===== src/rtl/lsu_pkg.sv =====
// Shared types, funct3 encodings and lane helpers for the load/store unit.
// Access size is funct3[1:0]: 00 byte, 01 half, anything else a full word.
package lsu_pkg;

    typedef enum logic [1:0] {
        IDLE = 2'd0,
        REQ  = 2'd1,
        DONE = 2'd2
    } lsu_state_e;

    localparam logic [2:0] F3_B  = 3'b000;
    localparam logic [2:0] F3_H  = 3'b001;
    localparam logic [2:0] F3_W  = 3'b010;
    localparam logic [2:0] F3_BU = 3'b100;
    localparam logic [2:0] F3_HU = 3'b101;

    localparam int TMO_W = 10;

    function automatic logic [3:0] byte_en(input logic [2:0] funct3, input logic [1:0] addr_lo);
        case (funct3[1:0])
            2'b00:   byte_en = 4'b0001 << addr_lo;
            2'b01:   byte_en = 4'b0011 << addr_lo;
            default: byte_en = 4'b1111;
        endcase
    endfunction

    function automatic logic is_aligned(input logic [2:0] funct3, input logic [1:0] addr_lo);
        case (funct3[1:0])
            2'b00:   is_aligned = 1'b1;
            2'b01:   is_aligned = ~addr_lo[0];
            default: is_aligned = (addr_lo == 2'b00);
        endcase
    endfunction

    // Replicate the store operand across every lane so byte enables alone pick the target.
    function automatic logic [31:0] store_wdata(input logic [2:0] funct3, input logic [31:0] sd);
        case (funct3[1:0])
            2'b00:   store_wdata = {4{sd[7:0]}};
            2'b01:   store_wdata = {2{sd[15:0]}};
            default: store_wdata = sd;
        endcase
    endfunction

endpackage


===== src/rtl/load_store_unit_if.sv =====
// Data-memory bus between the load/store unit (master) and memory (slave).
interface load_store_unit_if;

    logic        bus_req;
    logic        bus_we;
    logic [31:0] bus_addr;
    logic [3:0]  bus_be;
    logic [31:0] bus_wdata;
    logic        bus_ack;
    logic [31:0] bus_rdata;
    logic        bus_err;

    modport master (
        output bus_req, bus_we, bus_addr, bus_be, bus_wdata,
        input  bus_ack, bus_rdata, bus_err
    );

    modport slave (
        input  bus_req, bus_we, bus_addr, bus_be, bus_wdata,
        output bus_ack, bus_rdata, bus_err
    );

endinterface


===== src/rtl/load_extender.sv =====
// Picks the addressed byte/half lane out of a captured word and sign- or zero-extends it.
module load_extender
    import lsu_pkg::*;
(
    input  logic [31:0] word_i,
    input  logic [2:0]  funct3_i,
    input  logic [1:0]  addr_lo_i,
    output logic [31:0] data_o
);

    logic [31:0] shifted;

    assign shifted = word_i >> {addr_lo_i, 3'b000};

    // NOTE: the default arm assigns data_o on every path, so no latch is inferred.
    always_comb begin
        case (funct3_i)
            F3_B:    data_o = {{24{shifted[7]}}, shifted[7:0]};
            F3_H:    data_o = {{16{shifted[15]}}, shifted[15:0]};
            F3_BU:   data_o = {24'h000000, shifted[7:0]};
            F3_HU:   data_o = {16'h0000, shifted[15:0]};
            default: data_o = word_i;
        endcase
    end

endmodule


===== src/rtl/load_store_unit.sv =====
// Sequential load/store unit: one bus transaction per memory instruction, stalling the core
// until it retires, with misalignment, bus-error and timeout reporting.
module load_store_unit
    import lsu_pkg::*;
#(
    parameter int TIMEOUT = 255
) (
    input  logic              clk,
    input  logic              reset,
    input  logic              mem_read,
    input  logic              mem_write,
    input  logic [2:0]        funct3,
    input  logic [31:0]       addr,
    input  logic [31:0]       store_data,
    output logic [31:0]       ReadData,
    output logic              stall,
    output logic              misaligned,
    output logic              access_fault,
    load_store_unit_if.master bus
);

    lsu_state_e        state_q;
    logic              req_q;
    logic              we_q;
    logic [31:0]       addr_q;
    logic [3:0]        be_q;
    logic [31:0]       wdata_q;
    logic [2:0]        funct3_q;
    logic [1:0]        addr_lo_q;
    logic              load_q;
    logic [31:0]       rdata_q;
    logic              fault_q;
    logic [TMO_W-1:0]  tmo_q;
    logic [TMO_W-1:0]  tmo_d;

    logic        access;
    logic        aligned;
    logic        start;
    logic [31:0] ext_data;

    assign access     = mem_read | mem_write;
    assign aligned    = is_aligned(funct3, addr[1:0]);
    assign start      = (state_q == IDLE) & access & aligned;
    assign misaligned = (state_q == IDLE) & access & ~aligned;
    assign stall      = start | (state_q == REQ);
    assign tmo_d      = tmo_q + 1'b1;

    load_extender u_ext (
        .word_i    (rdata_q),
        .funct3_i  (funct3_q),
        .addr_lo_i (addr_lo_q),
        .data_o    (ext_data)
    );

    // A dropped misaligned access must not leak the previous load's value.
    assign ReadData     = misaligned ? 32'h0 : ext_data;
    assign access_fault = fault_q;

    assign bus.bus_req   = req_q;
    assign bus.bus_we    = we_q;
    assign bus.bus_addr  = addr_q;
    assign bus.bus_be    = be_q;
    assign bus.bus_wdata = wdata_q;

    // NOTE: state uses non-blocking assignments under an asynchronous active-low reset,
    // so every register here clears the instant reset falls, even mid-transaction.
    always_ff @(posedge clk or negedge reset) begin
        if (!reset) begin
            state_q   <= IDLE;
            req_q     <= 1'b0;
            we_q      <= 1'b0;
            addr_q    <= 32'h0;
            be_q      <= 4'h0;
            wdata_q   <= 32'h0;
            funct3_q  <= 3'h0;
            addr_lo_q <= 2'h0;
            load_q    <= 1'b0;
            rdata_q   <= 32'h0;
            fault_q   <= 1'b0;
            tmo_q     <= '0;
        end else begin
            fault_q <= 1'b0;
            case (state_q)
                IDLE: begin
                    if (start) begin
                        state_q   <= REQ;
                        req_q     <= 1'b1;
                        we_q      <= mem_write;
                        addr_q    <= {addr[31:2], 2'b00};
                        be_q      <= byte_en(funct3, addr[1:0]);
                        wdata_q   <= store_wdata(funct3, store_data);
                        funct3_q  <= funct3;
                        addr_lo_q <= addr[1:0];
                        load_q    <= mem_read & ~mem_write;
                        rdata_q   <= 32'h0;
                        tmo_q     <= '0;
                    end else if (misaligned) begin
                        rdata_q <= 32'h0;
                    end
                end
                REQ: begin
                    if (bus.bus_ack) begin
                        state_q <= DONE;
                        req_q   <= 1'b0;
                        rdata_q <= (load_q && !bus.bus_err) ? bus.bus_rdata : 32'h0;
                        fault_q <= bus.bus_err;
                        tmo_q   <= '0;
                    end else if (tmo_d == TMO_W'(TIMEOUT)) begin
                        state_q <= DONE;
                        req_q   <= 1'b0;
                        rdata_q <= 32'h0;
                        fault_q <= 1'b1;
                        tmo_q   <= '0;
                    end else begin
                        tmo_q <= tmo_d;
                    end
                end
                DONE:    state_q <= IDLE;
                default: state_q <= IDLE;
            endcase
        end
    end

endmodule


===== src/flat_wrapper.sv =====
// flat-port wrapper written by rule: the top's interface ports become plain ports
module load_store_unit_flat import lsu_pkg::*;
#(
    parameter int TIMEOUT = 255
)
  (clk, reset, mem_read, mem_write, funct3, addr, store_data, ReadData, stall, misaligned, access_fault, bus_bus_req, bus_bus_we, bus_bus_addr, bus_bus_be, bus_bus_wdata, bus_bus_ack, bus_bus_rdata, bus_bus_err);
  load_store_unit_if bus_i ();
  input  logic clk;
  input  logic reset;
  input  logic mem_read;
  input  logic mem_write;
  input  logic [2:0] funct3;
  input  logic [31:0] addr;
  input  logic [31:0] store_data;
  output logic [31:0] ReadData;
  output logic stall;
  output logic misaligned;
  output logic access_fault;
  output wire logic [$bits(bus_i.bus_req)-1:0] bus_bus_req;
  output wire logic [$bits(bus_i.bus_we)-1:0] bus_bus_we;
  output wire logic [$bits(bus_i.bus_addr)-1:0] bus_bus_addr;
  output wire logic [$bits(bus_i.bus_be)-1:0] bus_bus_be;
  output wire logic [$bits(bus_i.bus_wdata)-1:0] bus_bus_wdata;
  input wire logic [$bits(bus_i.bus_ack)-1:0] bus_bus_ack;
  input wire logic [$bits(bus_i.bus_rdata)-1:0] bus_bus_rdata;
  input wire logic [$bits(bus_i.bus_err)-1:0] bus_bus_err;
  assign bus_bus_req = bus_i.bus_req;
  assign bus_bus_we = bus_i.bus_we;
  assign bus_bus_addr = bus_i.bus_addr;
  assign bus_bus_be = bus_i.bus_be;
  assign bus_bus_wdata = bus_i.bus_wdata;
  assign bus_i.bus_ack = bus_bus_ack;
  assign bus_i.bus_rdata = bus_bus_rdata;
  assign bus_i.bus_err = bus_bus_err;
  load_store_unit #(.TIMEOUT(TIMEOUT)) u_core (.clk(clk), .reset(reset), .mem_read(mem_read), .mem_write(mem_write), .funct3(funct3), .addr(addr), .store_data(store_data), .ReadData(ReadData), .stall(stall), .misaligned(misaligned), .access_fault(access_fault), .bus(bus_i));
endmodule

===== config.mk =====
export PLATFORM = sky130hd
export DESIGN_NAME = load_store_unit_flat
export DESIGN_NICKNAME = d
export VERILOG_FILES = /design/src/rtl/lsu_pkg.sv /design/src/rtl/load_store_unit_if.sv /design/src/rtl/load_extender.sv /design/src/rtl/load_store_unit.sv /design/src/flat_wrapper.sv
export SDC_FILE = /design/constraint.sdc
export NUM_CORES = 1
export LEC_CHECK = 0
export ABC_AREA = 1
export BUFFER_PORTS_ARGS = -buffer_cell sky130_fd_sc_hd__buf_4
export CAP_MARGIN = 20
export CORE_MARGIN = 1.5
export CORE_UTILIZATION = 38
export DETAILED_ROUTE_END_ITERATION = 6
export SLEW_MARGIN = 20
export SYNTH_ARGS = -nofsm -noshare
export SYNTH_HDL_FRONTEND = slang
export SYNTH_HIERARCHICAL = 1
export SYNTH_SLANG_ARGS = --single-unit

===== constraint.sdc =====
create_clock -name clk -period 4.61 [get_ports clk]
set_clock_uncertainty 0.15 [all_clocks]
set_input_delay 0.461 -clock clk [delete_from_list [all_inputs] [get_ports clk]]
set_output_delay 0.461 -clock clk [all_outputs]
set_load 0.01 [all_outputs]

---- Word-level counts from Yosys, hierarchy flattened ----
Index checks and enable logic that the tools add are counted.
operators by class
  $add $sub $neg .......................... 1
  equality and inequality tests ........... 9
  shifts and indexed selects .............. 3
  mux-type cells .......................... 26
  bitwise logic cells ..................... 9
  reduce and logical (&&, ||, !) cells .... 12
operator list
  cell                     number
  $mux W32                 6
  $pmux W32 S2             2
  $pmux W32 S4             1
  $shr A32 B5 Y16          1
  $mux W10                 3
  $pmux W10 S2             1
  $add A10 B1 Y10 const B  1
  $eq A10 B8 Y1 const B    1
  $pmux W4 S2              1
  $eq A3 B3 Y1 const B     2
  $logic_not A2 Y1         3
  $mux W1                  6
  $mux W2                  3
  $reduce_and A2 Y1        3
  $reduce_and A3 Y1        2
  $and A1 B1 Y1            4
  $eq A2 B1 Y1 const B     2
  $pmux W1 S2              2
  $pmux W2 S2              1
  $shl A1 B2 Y4 const A    1
  $shl A2 B2 Y4 const A    1
  $eq A3 B1 Y1 const B     1
  $logic_not A3 Y1         1
  $ne A3 B1 Y1 const B     1
  other kinds (7)          10
storage, ports and cells
  bits in registers ....................... 119
  input port bits ......................... 105
  output and inout bits ................... 105

---- Logic depth before layout (Yosys ltp) ----
  depth after elaboration ................. 7
  mapped depth ............................ 14
  mapped depth without buffers ............ 13

---- Hierarchy ----
Netlist, hierarchy kept.
modules (own cells, without submodules)
  module           instances  cells each  area an instance (um^2)
  load_store_unit  1          666         5302.6
  load_extender    1          210         1017.2

---- Least setup slack after synthesis ----
OpenSTA, ideal clock, no wires.
  path type ............................... input-to-output
  from .................................... in funct3[1]
  to ...................................... out ReadData[22]
  arrival time ............................ 1.530 ns
  setup slack ............................. 2.469 ns
  stages .................................. 8
  buffers on the path ..................... 2
  path through ............................ buf_2 -> inv_2 -> nand2_1 -> inv_2 -> nand2_2 -> a21oi_1 -> buf_2 -> nor2_1
on the way
  cells in the longest elaborated chain, start to end .. 5
ends and longest elaborated chain
  element                                           RTL line               RTL
  start: declaration                                flat_wrapper.sv:12     input logic [2:0] funct3;
  $eq A2 B1 Y1 or $logic_not A2 Y1 (tied branches)  lsu_pkg.sv:28          case (funct3[1:0])
  $pmux W1 S2 *                                     lsu_pkg.sv:28
  $not A1 Y1 *                                      load_store_unit.sv:44  assign misaligned = (state_q == IDLE) & access & ~aligned;
  $and A1 B1 Y1 *                                   load_store_unit.sv:44
  net misaligned                                    flat_wrapper.sv:17     output logic misaligned;
  $mux W32 *                                        load_store_unit.sv:56  assign ReadData = misaligned ? 32'h0 : ext_data;
  end: declaration                                  flat_wrapper.sv:15     output logic [31:0] ReadData;
Mark *: on every way through the listed nets, which the timed path passes. The rest lies on a longest branch.

---- Worst setup path in the final report ----
  from .................................... reg u_core.addr_lo_q[0]
  to ...................................... out ReadData[28]
on the way
  cells in the longest elaborated chain, start to end .. 3
ends and longest elaborated chain
  element                   RTL line               RTL
  start: declaration        load_store_unit.sv:29  logic [1:0] addr_lo_q;
  start signal: assignment  load_store_unit.sv:93  addr_lo_q <= addr[1:0];
  $shr A32 B5 Y16           load_extender.sv:13    assign shifted = word_i >> {addr_lo_i, 3'b000};
  $pmux W32 S4              load_extender.sv:17    case (funct3_i)
  net u_core.ext_data[28]   load_store_unit.sv:39  logic [31:0] ext_data;
  $mux W32                  load_store_unit.sv:56
The timed path passes the listed nets, and every way through them passes these cells.

==> metrics.md <==
| Metric | Value |
|---|---|
| Sink Count | `119` |
| Die ar. | `0.01741 mm²` |
| Actual slew at the worst max-slew pin | `0.8499 ns` |
| Unrepaired setup endpoints after global routing | `no` |
| Worst Path Required | `4.00 ns` |
| DP Cell Count | `1264` |
| P per Cell Area | `624.8 mW/mm²` |
| VDD IR max | `0.3339 mV` |
| TNS Setup | `0 ns` |
| H-tree levels | `4` |
| Routed length per instance | `14.07 µm` |
| R2r startpoint | `u_core/tmo_q[0]$_DFFE_PN0P_` |
| HP Class | `in2reg` |
| Cells after synthesis | `876` |
| Ant. Diodes | `0` |
| Ports | `210` |
| Asr flop ratio synth | `100.0%` |
| Total routed wirelength | `18240 µm` |
| Sequential Power Share | `32.0%` |
| Final setup vio count | `0` |
| Site Rows | `46` |
| CTS max path bufs | `2` |
| Crit-path slowest cell | `dfrtp_1` |
| Final Hold Fails | `0` |
| CTS tree | `built` |
| Post-CTS Hold Buffers | `1` |
| EDFF count, synth | `0` |
| Crit-path max FO | `28` |
| Fin util | `53.07%` |
| Vias in the first global route | `5779` |
| Max Cap Violations | `0` |
| Crit. Startpoint | `u_core/addr_lo_q[0]$_DFFE_PN0P_` |
| CP max stage delay | `0.89 ns` |
| Via/cell ratio | `4.624` |
| IO buf count | `207` |
| Antenna violations before repair | `0` |
| Share of cells above drive strength 1 | `26.20%` |
| CP Buf/Inv Count | `4` |
| Largest net degree at the start of global routing | `51` |
| Fin crit share | `72.22%` |
| TritonRoute pass-1 iters | `5` |
| Fraction of the yosys area taken by sequential cells | `47.12%` |
| Slew Limit Fails | `0` |
| Crit. End Element | `output pin` |
| Antenna Nets Post-Route | `0` |
| Layout Cells excl Fill | `1296` |
| GR Overflow Total | `0` |
| Overall Power | `5.324 mW` |
| CTS resizes | `0` |
| Synth Cell Area | `0.006320 mm²` |
| Switch share | `39.74%` |
| Area of the core | `0.01606 mm²` |
| Primary FF master, synth | `dfrtp_1` |
| Leakage Power | `4.612 nW` |
| Status | `complete, no violations` |
| Critical path cell sequence | `inv_2 > nand2_1 > nand3_1 > nand3_4 > nand2_4 > inv_4 > nand2_1 > inv_1 > nor2_1 > buf_4` |
| Vias | `5993` |
| GPL Wtd Cong | `0.8439` |
| Clock-pin transition on the worst setup and hold timing paths | `0.06 ns` |
| Hold_sp | `addr[10]` |
| Most frequent cell on the critical path | `nand2_1` |
| Syn Area/Cell | `7.214 µm²` |
| GRT Overall Usage | `21.46%` |
| Die width | `132.0 µm` |
| Clk_lat worst skew | `0.41 ns` |
| Internal | `3.208 mW` |
| DP Wirelength | `13120 µm` |
| Synthesized flop and latch total | `119` |
| Worst Setup Start Kind | `register` |
| NetSw | `2.116 mW` |
| Logic gate share of total power | `43.4%` |
| Initial drt markers | `320` |
| Number of fill cells | `1625` |
| Final #Nets | `1175` |
| Post-CTS Setup Inserts | `0` |
| Global-route wire length before repair | `29760 µm` |
| WS Path Type | `reg2out` |
| Cell variety after synth | `35` |
| CTS Buf Count | `17` |
| Synth warn | `6` |
| Slew headroom | `43.34%` |
| Clock power share | `24.6%` |
| P&R area growth vs syn | `34.84%` |
| Initial Util | `39.36%` |
| Max frequency | `300.4 MHz` |
| Post-route DRC | `0` |
| Die H | `132.0 µm` |
| Clk root buf | `clkbuf_16` |
| Cell family with most CP delay | `flip-flops` |
| WP data arrival | `2.72 ns` |
| Period minus WS final | `3.329 ns` |
-- flip-flops by register name (all words and copies together) (netlist names) --
register / cells
u_core/bus.bus_wdata: 32
u_core/rdata_q: 32
u_core/bus.bus_addr: 30
u_core/tmo_q: 10
u_core/bus.bus_be: 4
u_core/funct3_q: 3
u_core/addr_lo_q: 2
u_core/state_q: 2
u_core/access_fault: 1
u_core/bus.bus_req: 1
u_core/bus.bus_we: 1
u_core/load_q: 1
-- cells in the final DEF, fill, tap and decap left out, types with 2 or more instances in the layout --
cell type / netlist / layout
inv_2: 4 / 4
nor2_4: 3 / 3
o22ai_1: 6 / 6
o211ai_1: 6 / 6
inv_1: 80 / 80
clkinvlp_4: 0 / 4
clkbuf_16: 0 / 17
ha_1: 2 / 2
a21oi_1: 36 / 35
clkinv_4: 0 / 3
nand4_1: 9 / 9
nand2_2: 16 / 16
o21ai_0: 52 / 52
nand3_4: 2 / 2
dfrtp_1: 119 / 119
inv_6: 0 / 3
bufinv_16: 0 / 2
inv_4: 3 / 3
nand3_2: 2 / 2
buf_4: 5 / 215
nor2_2: 3 / 3
nand3_1: 16 / 16
conb_1: 1 / 2
nand2_1: 381 / 381
nor2_1: 81 / 81
-- metrics by stage --
step                      setup WS [ns]  instance area [µm²]  hold slack (ns)
after global routing             0.9440                 8522          0.08746
after global placement            1.705                 7925           0.3064
after floorplan                   2.469                 6324          0.01541
final                             1.281                 8522          0.09033
after CTS                         1.254                 8522          0.07469
after detailed placement          1.666                 7925           0.3104
-- per-layer routing --
layer | GRT usage, % | share of wire (%) | vias up | wire length, µm
met3 | 7.190 | 8.0 | 22 | 1457
met5 | 0 | 0 | - | 0
li1 | - | - | 3075 | -
met1 | 27.34 | 44 | 2705 | 8110
met4 | 7.160 | 1.7 | 0 | 317
met2 | 34.26 | 46 | 191 | 8351
-- power groups by stage --
stage / sequential [mW] / combinational (mW) / clock [mW]
2_1_floorplan: 1.76 / 1.29 / 0
3_3_place_gp: 1.71 / 2.32 / 0
3_5_place_dp: 1.70 / 2.34 / 0
4_1_cts: 1.71 / 2.34 / 1.34
5_1_grt: 1.76 / 2.60 / 1.39
6_report: 1.70 / 2.31 / 1.31
-- layout make-up --
| type | count | area [µm²] | area share, % |
|---|---|---|---|
| timing repair buffer | 216 | 1624 | 19.06 |
| multi-input combinational | 627 | 2729 | 32.02 |
| sequential | 119 | 2978 | 34.94 |
| clock inverter | 13 | 147.6 | 1.732 |
| clock buffer | 18 | 439.2 | 5.153 |
| tap | 216 | 270.3 | 3.171 |
| inverter | 87 | 334.1 | 3.920 |
-- worst register-to-register path: cells and delay by family, from the launching register on --
kind                     cells  cell delay, ns
adder cells (fa/ha/maj)      1            0.24
buffers and inverters        1            0.10
AND/OR/NAND/NOR             10            1.50
flip-flops                   1            0.41
-- Yosys cell counts (5+ instances only) --
| library cell | n | area share, % |
|---|---|---|
| nand2_2 | 16 | 1.6 |
| o21ai_0 | 52 | 4.1 |
| inv_1 | 80 | 4.8 |
| nand2_1 | 381 | 23 |
| o22ai_1 | 6 | 0.59 |
| nor2_1 | 81 | 4.8 |
| buf_4 | 5 | 0.59 |
| o211ai_1 | 6 | 0.71 |
| clkbuf_1 | 12 | 0.71 |
| dfrtp_1 | 119 | 47 |
| nand4_1 | 9 | 0.89 |
| buf_2 | 15 | 1.2 |
| nand3_1 | 16 | 1.3 |
| buf_6 | 10 | 1.8 |
| a21oi_1 | 36 | 2.9 |
-- path summary, 6_finish.rpt --
path / endpoint / slack [ns] / cells past startpoint
setup / recovery: ReadData[28] / 1.28 / 10
hold / removal: u_core/bus.bus_addr[10]$_DFFE_PN0P_ / 0.09 / 3
setup reg to reg: u_core/rdata_q[30]$_DFFE_PN0P_ / 2.09 / 12
hold reg to reg: u_core/bus.bus_addr[10]$_DFFE_PN0P_ / 0.33 / 2
max in group asynchronous: u_core/bus.bus_addr[21]$_DFFE_PN0P_ / 2.93 / 3
min in group asynchronous: u_core/rdata_q[22]$_DFFE_PN0P_ / 0.43 / 2
-- cells by family (layout without fill, tap and decap cells) --
| family | Yosys count | in the layout | synth area share [%] |
|---|---|---|---|
| simple gates | 517 | 517 | 33.50 |
| buf+inv | 131 | 334 | 9.958 |
| flops | 119 | 119 | 47.12 |
| compound gates | 104 | 104 | 8.691 |
| fa+ha+maj | 2 | 2 | 0.3959 |
| xor+xnor | 2 | 2 | 0.2772 |
| other cells | 1 | 2 | 0.05934 |
Power figures use the tool's default switching activity.
